## src/rtl/somador_pkg.sv

```systemverilog
// Shared definitions for the bit-serial adder.
// State encodings and the default operand width.
package somador_pkg;

  localparam int SOMADOR_WIDTH = 32;

  typedef enum logic [1:0] {
    ST_IDLE = 2'd0,
    ST_ADD  = 2'd1,
    ST_DONE = 2'd2
  } state_t;

endpackage

```

## src/rtl/somador_completo.sv

```systemverilog
// Single-bit full adder cell from the arithmetic library.
// Purely combinational.
module somador_completo (
  input  logic A,
  input  logic B,
  input  logic Cin,
  output logic Soma,
  output logic Cout
);

  assign Soma = A ^ B ^ Cin;
  assign Cout = (A & B) | (A & Cin) | (B & Cin);

endmodule

```

## src/rtl/somador_serial_32_bits.sv

```systemverilog
// Bit-serial A + B + Cin, one bit per clock, start/done handshake.
// Results stay registered between operations.
module somador_serial_32_bits
  import somador_pkg::*;
#(
  parameter int WIDTH = SOMADOR_WIDTH
) (
  input  logic             clk,
  input  logic             rst,
  input  logic             start,
  input  logic [WIDTH-1:0] A,
  input  logic [WIDTH-1:0] B,
  input  logic             Cin,
  output logic             busy,
  output logic             done,
  output logic [WIDTH-1:0] Soma,
  output logic             Cout,
  output logic             Signal,
  output logic             Overflow
);

  localparam int CW = $clog2(WIDTH) + 1;

  state_t r_state;
  state_t w_next;

  logic [WIDTH-1:0] r_ra;
  logic [WIDTH-1:0] r_rb;
  logic [WIDTH-1:0] r_acc;
  logic [CW-1:0]    r_cnt;
  logic             r_carry;
  logic             r_sa;
  logic             r_sb;
  logic [WIDTH-1:0] r_soma;
  logic             r_cout;
  logic             r_ovf;

  logic w_s;
  logic w_c;
  logic w_accept;
  logic w_last;

  somador_completo u_fa (
    .A    (r_ra[0]),
    .B    (r_rb[0]),
    .Cin  (r_carry),
    .Soma (w_s),
    .Cout (w_c)
  );

  assign w_accept = start &&
                    (r_state == ST_IDLE || r_state == ST_DONE);
  assign w_last   = (r_state == ST_ADD) &&
                    (r_cnt == CW'(WIDTH - 1));

  always_ff @(posedge clk) begin
    if (rst) r_state <= ST_IDLE;
    else     r_state <= w_next;
  end

  always_comb begin
    w_next = r_state;
    unique case (r_state)
      ST_IDLE: if (start) w_next = ST_ADD;
      ST_ADD:  if (w_last) w_next = ST_DONE;
      ST_DONE: w_next = start ? ST_ADD : ST_IDLE;
      default: w_next = ST_IDLE;
    endcase
  end

  always_ff @(posedge clk) begin
    if (rst) begin
      r_ra    <= '0;
      r_rb    <= '0;
      r_acc   <= '0;
      r_cnt   <= '0;
      r_carry <= 1'b0;
      r_sa    <= 1'b0;
      r_sb    <= 1'b0;
      r_soma  <= '0;
      r_cout  <= 1'b0;
      r_ovf   <= 1'b0;
    end else if (w_accept) begin
      r_ra    <= A;
      r_rb    <= B;
      r_acc   <= '0;
      r_cnt   <= '0;
      r_carry <= Cin;
      r_sa    <= A[WIDTH-1];
      r_sb    <= B[WIDTH-1];
    end else if (r_state == ST_ADD) begin
      r_ra    <= r_ra >> 1;
      r_rb    <= r_rb >> 1;
      r_acc   <= {w_s, r_acc[WIDTH-1:1]};
      r_carry <= w_c;
      r_cnt   <= r_cnt + 1'b1;
      // Publish only on the final step; w_s is the new MSB here
      if (w_last) begin
        r_soma <= {w_s, r_acc[WIDTH-1:1]};
        r_cout <= w_c;
        r_ovf  <= (r_sa == r_sb) && (w_s != r_sa);
      end
    end
  end

  assign busy     = (r_state == ST_ADD);
  assign done     = (r_state == ST_DONE);
  assign Soma     = r_soma;
  assign Cout     = r_cout;
  assign Signal   = r_soma[WIDTH-1];
  assign Overflow = r_ovf;

endmodule

```

## config.mk

```make
export PLATFORM = sky130hd
export DESIGN_NAME = somador_serial_32_bits
export DESIGN_NICKNAME = d
export VERILOG_FILES = /design/src/rtl/somador_pkg.sv /design/src/rtl/somador_completo.sv /design/src/rtl/somador_serial_32_bits.sv
export SDC_FILE = /design/constraint.sdc
export NUM_CORES = 1
export LEC_CHECK = 0
export CAP_MARGIN = 15
export CORE_AREA = 2 2 144 104
export DETAILED_ROUTE_END_ITERATION = 16
export DIE_AREA = 0 0 146 106
export REMOVE_ABC_BUFFERS = 1
export SLEW_MARGIN = 20
export SYNTH_ARGS = -nofsm -noshare
export SYNTH_HDL_FRONTEND = slang
export SYNTH_SLANG_ARGS = --single-unit
```

## constraint.sdc

```tcl
create_clock -name clk -period 1.45 [get_ports clk]
set_input_delay 0.29 -clock clk [delete_from_list [all_inputs] [get_ports clk]]
set_output_delay 0.29 -clock clk [all_outputs]
set_load 0.02 [all_outputs]
```

# Yosys cells after proc, flatten, opt, wreduce, memory -nomap -nowiden
# Cells that the tools add are included.
dict set report classes {
  n_eq_ne 7
  muxes 10
  reduce_logical 9
  addsub 1
  n_bitwise 8
}
# cell n
set op_table {}
lappend op_table {{$mux 32} 4}
lappend op_table {{$add 6x1->6 const B} 1}
lappend op_table {{$eq 6x5->1 const B} 1}
lappend op_table {{$pmux 2 s3} 1}
lappend op_table {{$mux 2} 2}
lappend op_table {{$and 1x1->1} 3}
lappend op_table {{$logic_and 1x1->1} 3}
lappend op_table {{$mux 1} 3}
lappend op_table {{$reduce_and 3->1} 1}
lappend op_table {{$eq 2x1->1 const B} 1}
lappend op_table {{$eq 2x2->1 const B} 1}
lappend op_table {{$logic_not 2->1} 1}
lappend op_table {{$ne 2x1->1 const B} 1}
lappend op_table {{$ne 2x2->1 const B} 1}
lappend op_table {{$or 1x1->1} 2}
lappend op_table {{$reduce_and 2->1} 1}
lappend op_table {{$reduce_bool 2->1} 1}
lappend op_table {{$reduce_or 2->1} 1}
lappend op_table {{$xor 1x1->1} 2}
lappend op_table {{$eq 1x1->1} 1}
lappend op_table {{$logic_or 1x1->1} 1}
lappend op_table {{$ne 1x1->1} 1}
lappend op_table {{$not 1->1} 1}
dict set report totals {
  ff_bits 141
  output_inout_bits 37
}

# Logic depth before layout (Yosys ltp)
# Gate-level depths: netlist of the first run.
dict set report depth {
  word_depth 5
  depth_mapped 6
}

# Cells and area by module
# Synthesis of the first run repeated with hierarchy kept, for this count alone.
dict set report hier_totals {
  cells_unflattened 637
  hier_area_um2 5417.7
}
# mod n_inst area_each_um2 cells_per_inst
set by_module_without_submodules {}
lappend by_module_without_submodules {somador_serial_32_bits 1 5397.7 636}
lappend by_module_without_submodules {somador_completo 1 20.0 1}

# Least setup slack after synthesis of the first run
# Ideal clock, no wire load.
dict set report synth_path {
  kind {register -> register}
  start {register r_carry}
  end {register r_ovf, in the netlist Overflow}
  n_path_buf 0
  arrival_time_ps 1298
  setup_slack_ps 61
  path_stages_with_launch 5
  required_ps 1359
  cell_sequence {dfxtp_1 fa_1 and3b_1 a21oi_1 a311oi_1}
}
dict set report synth_between {
  elab_chain_len 3
}
# element line
set synth_lines {}
lappend synth_lines {{from (decl)} somador_serial_32_bits.sv:31} ;# logic r_carry;
lappend synth_lines {{from (signal assigned)} somador_serial_32_bits.sv:88} ;# r_carry <= Cin;
lappend synth_lines {{from (signal assigned)} somador_serial_32_bits.sv:95} ;# r_carry <= w_c;
lappend synth_lines {{$xor 1x1->1} somador_completo.sv:11} ;# assign Soma = A ^ B ^ Cin;
lappend synth_lines {{net u_fa.Soma} somador_completo.sv:7} ;# output logic Soma,
lappend synth_lines {{$ne 1x1->1} somador_serial_32_bits.sv:101} ;# r_ovf <= (r_sa == r_sb) && (w_s != r_sa);
lappend synth_lines {{$logic_and 1x1->1} somador_serial_32_bits.sv:101}
lappend synth_lines {{to (signal assigned)} somador_serial_32_bits.sv:101}
lappend synth_lines {{to (decl)} somador_serial_32_bits.sv:36} ;# logic r_ovf;
# The timed path passes the listed nets, and every way through them passes these cells.
# A chain may end at the register's enable or synchronous reset.

# Worst setup path in the final report of the first run
# Ends and elaborated chain as after synthesis.

==> results of run 1 <==
==> path summary, 6_finish.rpt <==
check	depth (start not counted)	slack [ns]	to
worst max-delay path	4	0.04	Overflow
worst max register to register	4	0.04	Overflow
worst min-delay path	3	0.31	r_rb[15]
worst min register to register	2	0.46	r_acc[1]
==> Yosys cell counts, types with 3 or more instances <==
master	number
dfxtp_1	140
a21oi_1	138
nand3_1	99
nand2_1	70
a22oi_1	63
buf_2	38
o21ai_0	33
clkbuf_1	21
buf_4	8
nand2b_1	3
nor2_1	3
==> what timing repair did <==
item	CTS	global route
hold buffers	0	0
cloned	0	1
endpoints found under the setup margin	105	34
resized for setup	43	14
setup buffers	0	1
pin swaps	1	1
==> cell families (layout without fill, tap and decap cells) <==
logic type                 Yosys count  after routing  synth area share
AOI/OAI and AO/OA                  239            239             0.252
xor gates and xnor gates             2              2           0.00323
DFF                                140            140             0.517
and+or+nand+nor                    186            186             0.161
adders and majority gates            2              2           0.00600
buffers and inverters               68            163            0.0614
==> registers in the layout, summed over array words and instances, names as in the netlist <==
register / flops
Soma: 32
r_ra: 32
r_rb: 32
r_acc: 31
r_cnt: 6
r_state: 2
Cout: 1
Overflow: 1
r_carry: 1
r_sa: 1
r_sb: 1
==> power breakdown <==
group | switching (mW) | total (mW) | internal [mW]
combinational | 0.458 | 0.846 | 0.388
clock | 1.65 | 4.02 | 2.37
sequential | 0.0775 | 4.06 | 3.99
==> area by class of cell <==
class / count / area, um^2
repair buffers: 130 / 1310
well taps: 195 / 244
flip-flops and latches: 140 / 2810
multi-input cells: 429 / 2310
inverters: 1 / 3.75
clock buffers: 20 / 437
clock inverters: 12 / 114
fillers: 1373 / 7030
==> per-layer routing <==
layer,wire length [um],up-vias
li1,-,2451
met1,7010,2418
met2,6700,115
met3,532,7
met4,104,0
met5,0,-
==> cells in the final DEF (no fill, tap or decap), types with 6 or more instances in the layout <==
cell,netlist,routed
a21oi_1,138,137
a22oi_1,63,62
buf_12,0,8
buf_4,8,17
clkbuf_16,0,18
clkdlybuf4s50_1,0,66
dfxtp_1,140,138
dlygate4sd2_1,0,35
nand2_1,70,70
nand3_1,99,99
o21ai_0,33,29
o21ai_1,2,6
==> through the flow <==
step	cells	setup TNS (ns)	hold WS (ns)	util	instance area, um^2
after floorplan	570	-260.31	0.359	-	5090
after global placement	893	-6.64	0.448	0.468	6670
after detailed placement	893	-11.11	0.450	0.468	6670
after CTS	925	-0.0987	0.297	0.503	7180
after global routing	927	-0.0633	0.305	0.507	7220
final	927	0	0.311	0.507	7220
==> worst max-delay path, cell delays in order (launching register included) <==
cell and delay (ns):
dfxtp_1 0.32, fa_1 0.49, and3b_1 0.24, a21oi_2 0.04
a311oi_1 0.23
==> results.toml, run 1 <==
[run_status]
status = "finished clean"

[cells_and_area]
syn_to_final_growth_pct = 33.3
diodes = 0
nets = 789
drive_gt1_frac = 0.0915

[clock_tree]
cts_made_buffers = 17
clkSinkCount = 140
ctsHtreeMaxLevel = 4
root_buffer = "clkbuf_16"
clk_latency_ns = 0.41
cts_buffer_depth = 2
path_clk_slew_ns = 0.06
cts_tree = "done"

[pwr]
peakVddDrop_uv = 773
powerDensity_nw_per_um2 = 1240
p_leak_nw = 2.59
total_power_mw = 8.93

[yosys]
ys_types = 27
synth_flop_cell = "dfxtp_1"
synth_area_per_cell_um2 = 8.51
yosysWarnings = 0
synth_cells = 637
synth_top_area_frac = 0.517
ys_async_sr_fraction = 0
synth.largest_area_cell = "dfxtp_1"
yosys_register_bits = 140
synth-edff-count = 0
yosys-top-cells-area = "dfxtp_1 52%, a21oi_1 13%, nand3_1 9.1%"
syn_area_um2 = 5420
seq_area_frac_synth = 0.517

[global_routing]
grt_use_met3 = 0.0365
first_global_vias = 4490
grt_use_total = 0.182
grt_max_degree = 72
met2_usage = 0.279
grt.met1_usage = 0.264
gr-total-overflow = 0
busiest_layer = "met2"
grt_pass1_wl_um = 23300
grt_antenna_before_repair = 0

[die]
dieArea_um2 = 15500
dieWidth_um = 146
fp.dieH_um = 106
pin_count = 105
rows = 37
initial_utilization = 0.380
placeableCoreArea_um2 = 14300

[route]
drt_first_pass_iters = 5
num_vias = 4991
antenna_left = 0
drt_wl_total_um = 14400
viasPerCell = 5.38
avgRoutedWirePerCell_um = 15.5
drcViolationCount = 0
drt_iter0_markers = 419

[sta]
post-route-period-util = 0.975
tightest_slew_ns = 0.442
slew_headroom = 0.705
rsz0062_at_grt = "true"
finalMaxSlewViolations = 0
fmax_mhz = 707
worst_slack_ns = 0.0363
fin_worst_skew_ns = 0.00947
setup_viol = 0
hold_viol = 0
min_period_ns = 1.41

[place]
finalWeightedCongestion = 0.753
io_buffer_count = 104
hpwlAfterDp_um = 8960
dp_slack_ns = -0.175

[setup_path]
startpoint = "r_carry"
worstPathMaxFanout = 2
worst_setup_path_start_kind = "flip-flop"
crit_type = "reg2reg"
endpoint_kind = "flip-flop"
worstPathArrival_ns = 1.71
worstPathRequired_ns = 1.75
reg2reg_from = "r_carry"

[worst_hold_path]
holdCritPathClass = "in2reg"
hp-start = "rst"

[flow_run]
max_cap_viol_count = 0
Note: power is estimated with default switching activity, not from simulation.
==> run 2, diff against run 1 <==
--- a/config.mk
+++ b/config.mk
@@ -9,8 +9,10 @@
 export CORE_AREA = 2 2 144 104
 export DETAILED_ROUTE_END_ITERATION = 16
 export DIE_AREA = 0 0 146 106
+export GPL_ROUTABILITY_DRIVEN = 0
+export PLACE_DENSITY_LB_ADDON = 0.25
 export REMOVE_ABC_BUFFERS = 1
-export SLEW_MARGIN = 20
+export SLEW_MARGIN = 10
 export SYNTH_ARGS = -nofsm -noshare
 export SYNTH_HDL_FRONTEND = slang
 export SYNTH_SLANG_ARGS = --single-unit
==> run 2 against run 1 <==
Net effect: sequential share of layout area is 0.44 points lower; largest power group is now the clock network; critical path type is now reg2out; largest cell class unchanged; non-clock buffer count up 4; utilization increased by 0.63 points; register-to-register slack barely moved; routed wire length rose by 1.5%.
==> results.toml, run 2 (synthesis gave the netlist of run 1 again) <==
[setup_path]
reg2reg_from = "r_cnt[0]"
crit_end = "busy"
path_depth = 3
worst_path_max_delay_cell = "dfxtp_2"
worstPathMaxFanout = 4
r2r_setup_slack_ns = 0.05
r2r_cells = 6
timing.rr.end = "Soma[30]"
endpoint_kind = "primary output"
slowest_delay_ns = 0.33
crit_type = "reg2out"
worstPathArrival_ns = 1.12
cpLargestDelayFamily = "flip-flops"
crit_chain = "nand2b_4 -> inv_4 -> buf_6"
worstPathRequired_ns = 1.16
crit_buf_inv = 2
worst_setup_path_start_kind = "flip-flop"
startpoint = "r_state[1]"

[sta]
finalMaxSlewViolations = 0
whs_ns = 0.132
setup_viol = 0
fin_worst_skew_ns = 0.0119
post-route-period-util = 0.972
hold_viol = 0
fmax_mhz = 709
rsz0062_at_grt = "true"
tightest_slew_ns = 0.453
min_period_ns = 1.41
slew_headroom = 0.698

[clock_tree]
cts_made_buffers = 17
cts_tree = "done"
root_buffer = "clkbuf_16"
cts_buffer_depth = 2
ctsHtreeMaxLevel = 4
clkSinkCount = 140
path_clk_slew_ns = 0.06
clk_latency_ns = 0.42

[die]
pin_count = 105
fp.dieH_um = 106
dieArea_um2 = 15500
placeableCoreArea_um2 = 14300
initial_utilization = 0.380
dieWidth_um = 146
rows = 37

[pwr]
peakVddDrop_uv = 653
p_leak_nw = 2.62
powerDensity_nw_per_um2 = 1260

[place]
hpwlAfterDp_um = 8890
dp.cells = 895
dpl-instance-area_um2 = 6670
io_buffer_count = 104

[route]
drcViolationCount = 0
num_vias = 4987
avgRoutedWirePerCell_um = 15.6
viasPerCell = 5.36
drt_iter0_markers = 525
drt_first_pass_iters = 5
antenna_left = 0
drt_wl_total_um = 14600

[cells_and_area]
drive_gt1_frac = 0.101
finalNonFillerCells = 931
final_cell_mix = "137 x a21oi_1, 136 x dfxtp_1, 99 x nand3_1, 70 x nand2_1, 66 x clkdlybuf4s50_1"
diodes = 0
nets = 793
syn_to_final_growth_pct = 35.0
mostFrequentLayoutCell = "a21oi_1"
design_area_um2 = 7310

[global_routing]
grt_use_total = 0.184
grt_max_degree = 78
grt_antenna_before_repair = 0
gr-total-overflow = 0
first_global_vias = 4555
grt_pass1_wl_um = 23500

[worst_hold_path]
holdCritPathClass = "in2reg"

[flow_run]
max_cap_viol_count = 0

[run_status]
status = "finished clean"
[run 2: per-stage QoR]
| step | power, mW | utilization | TNS, ns | worst slack, ns |
|---|---|---|---|---|
| 2_1_floorplan | 4.51 | - | -260.31 | -2.54 |
| 3_3_place_gp | 4.95 | 0.468 | -4.49 | -0.0848 |
| 3_5_place_dp | 4.98 | 0.468 | -9.10 | -0.163 |
| 4_1_cts | 9.25 | 0.505 | 0 | 0.000128 |
| 5_1_grt | 9.55 | 0.513 | -0.100 | -0.0531 |
| 6_report | 9.22 | 0.513 | 0 | 0.0399 |
[run 2: area by class of cell]
class / count / area [um^2]
Fill cell: 1361 / 6940
Sequential cell: 140 / 2810
Multi-Input combinational cell: 429 / 2310
Timing Repair Buffer: 134 / 1370
Clock buffer: 20 / 437
Tap cell: 195 / 244
Clock inverter: 12 / 140
Inverter: 1 / 6.26
[run 2: worst min-delay path by stage]
stage	startpoint	to	slack, ns	depth (start not counted)
6_report	rst	r_rb[0]	0.13	2
5_1_grt	rst	r_rb[0]	0.13	2
4_1_cts	rst	r_rb[1]	0.12	2
3_5_place_dp	r_acc[1]	r_acc[1]	0.46	2
3_3_place_gp	r_acc[1]	r_acc[1]	0.45	2
2_1_floorplan	rst	Cout	0.36	1
[run 2: power breakdown]
part	leakage, nW	internal, mW	switching [mW]
Sequential	1.14	3.99	0.0776
Combinational	1.21	0.403	0.468
Clock	0.272	2.55	1.73
Total	2.62	6.94	2.28
[run 2: metal layers]
metal  GRT usage  up-vias  share of wire
met5           0        -              0
met4      0.0569        0          0.013
met3      0.0429       14          0.046
met2       0.277      126           0.45
met1       0.263     2385           0.49
li1            -     2462              -
[run 2: what timing repair did]
item / 4_1_cts / 5_1_grt
hold buffers: 0 / 0
pin swaps: 0 / 4
resized for setup: 48 / 17
endpoints found under the setup margin: 114 / 116
buffers inserted: 0 / 2
gates cloned: 0 / 2
==> run 3, diff against run 2 <==
--- a/config.mk
+++ b/config.mk
@@ -12,6 +12,7 @@
 export GPL_ROUTABILITY_DRIVEN = 0
 export PLACE_DENSITY_LB_ADDON = 0.25
 export REMOVE_ABC_BUFFERS = 1
+export SETUP_SLACK_MARGIN = 0.3
 export SLEW_MARGIN = 10
 export SYNTH_ARGS = -nofsm -noshare
 export SYNTH_HDL_FRONTEND = slang
==> run 3 against run 2 <==
Net effect: the flow now finishes with violations (setup timing); routed wire length grew 87%; sequential power increased by 1%; flip-flop and latch count unchanged; utilization rose by 22 points; clock power rose by 5%; hold slack gained 0.0078 ns; sequential share of layout area shrank 11 points; first-iteration DRC count increased by 45%; global-route usage up 8.1 points; critical path depth increased by 1; cell area is 44% higher; final cell count is 9.8% higher.
==> results.toml, run 3 (synthesis gave the netlist of run 1 again) <==
[die]
rows = 37
dieWidth_um = 146
initial_utilization = 0.380
pin_count = 105
fp.dieH_um = 106
dieArea_um2 = 15500
placeableCoreArea_um2 = 14300

[clock_tree]
cts_buffer_depth = 2
hold_buffers = 0
cts_made_buffers = 17
clkSinkCount = 140
path_clk_slew_ns = 0.07
root_buffer = "clkbuf_16"
cts_tree = "done"
clk_latency_ns = 0.43
ctsHtreeMaxLevel = 4

[setup_path]
path_depth = 4
endpoint_kind = "flip-flop"
crit_chain = "fa_2 -> and3b_1 -> a21oi_2 -> a311oi_1"
crit_type = "reg2reg"
r2r_cells = 4
timing.rr.end = "Overflow"
worst_setup_path_start_kind = "flip-flop"
crit_end = "Overflow"
worstPathMaxFanout = 2
crit_buf_inv = 0
worst_path_max_delay_cell = "fa_2"
worstPathArrival_ns = 1.90
startpoint = "r_ra[0]"
r2r_setup_slack_ns = -0.14
reg2reg_from = "r_ra[0]"
worstPathRequired_ns = 1.76
slowest_delay_ns = 0.50
cpLargestDelayFamily = "adder cells"

[flow_run]
max_cap_viol_count = 0

[route]
drt_first_pass_iters = 7
drt_iter0_markers = 760
drt_wl_total_um = 27200
drcViolationCount = 0
viasPerCell = 6.42
avgRoutedWirePerCell_um = 26.6
antenna_left = 0
num_vias = 6560

[cells_and_area]
final_cell_mix = "97 x dfxtp_1, 74 x a21oi_2, 70 x nand3_1, 66 x clkdlybuf4s50_1"
fillCellCount = 805
finalNonFillerCells = 1022
drive_gt1_frac = 0.579
diodes = 0
fin_util = 0.737
syn_to_final_growth_pct = 93.9
nets = 884
mostFrequentLayoutCell = "dfxtp_1"

[run_status]
failed_checks = "setup timing"
status = "complete, but fails checks"

[sta]
min_period_ns = 1.59
slew_headroom = 0.587
hold_viol = 0
worst_slack_ns = -0.140
post-route-period-util = 1.10
fin_worst_skew_ns = 0.0110
finalMaxSlewViolations = 0
rsz0062_at_grt = "true"
tightest_slew_ns = 0.620
setup_viol = 47
fmax_mhz = 629

[global_routing]
gr-total-overflow = 0
first_global_vias = 5866
grt_max_degree = 40
grt_pass1_wl_um = 32400
grt_antenna_before_repair = 0
grt_use_total = 0.266

[pwr]
powerDensity_nw_per_um2 = 1000
p_leak_nw = 3.86
peakVddDrop_uv = 720

[place]
io_buffer_count = 104
hpwlAfterDp_um = 8890
dp.cells = 895

[worst_hold_path]
holdCritPathClass = "in2reg"
[run 3: cell count changes in the layout (fill, tap and decap cells not counted), sizes merged]
cell	before	now
clkbuf	22	26
clkdlybuf4s15	3	0
buf	31	151
dlygate4sd2	32	0
bufbuf	0	2
[run 3: worst min path at each step]
| stage | from | to | cells past startpoint |
|---|---|---|---|
| finish | rst | Cout | 2 |
| global route | rst | Cout | 2 |
| CTS | rst | Cout | 2 |
| detailed placement | r_acc[1] | r_acc[1] | 2 |
| global placement | r_acc[1] | r_acc[1] | 2 |
| floorplan | rst | Cout | 1 |
[run 3: layout make-up]
| type | count | area [um^2] | area share |
|---|---|---|---|
| Multi-Input combinational cell | 429 | 3630 | 0.345 |
| Clock buffer | 20 | 437 | 0.0416 |
| Timing Repair Buffer | 225 | 3180 | 0.302 |
| Inverter | 1 | 8.76 | 0.000834 |
| Sequential cell | 140 | 2870 | 0.273 |
| Clock inverter | 12 | 140 | 0.0133 |
| Tap cell | 195 | 244 | 0.0232 |
[run 3: layer usage]
| metal | GRT usage | routed length, um | up-vias |
|---|---|---|---|
| met5 | 0 | 0 | - |
| met2 | 0.429 | 12600 | 552 |
| met1 | 0.342 | 10200 | 3174 |
| li1 | - | - | 2675 |
| met3 | 0.0609 | 2550 | 159 |
| met4 | 0.119 | 1770 | 0 |
[run 3: stage by stage]
stage	area [um^2]	total power [mW]	setup TNS [ns]	hold WS, ns	setup WS, ns
finish	10500	10.5	-1.74	0.140	-0.140
global placement	6670	4.95	-4.49	0.449	-0.0848
floorplan	5090	4.51	-260.31	0.359	-2.54
detailed placement	6670	4.98	-9.10	0.458	-0.163
CTS	9310	10.0	0	0.106	0.0387
global route	10500	10.8	-2.87	0.119	-0.161
[run 3: report_power, final]
part           switching (mW)  total (mW)  internal [mW]
Sequential              0.123        4.10           3.98
Clock                    1.92        4.48           2.56
Combinational           0.929        1.97           1.04
[run 3: what timing repair did]
action | in CTS | in global routing
pin swaps | 154 | 132
setup buffers | 24 | 36
gates resized for setup | 519 | 162
endpoints found under the setup margin | 177 | 177
cloned | 29 | 6
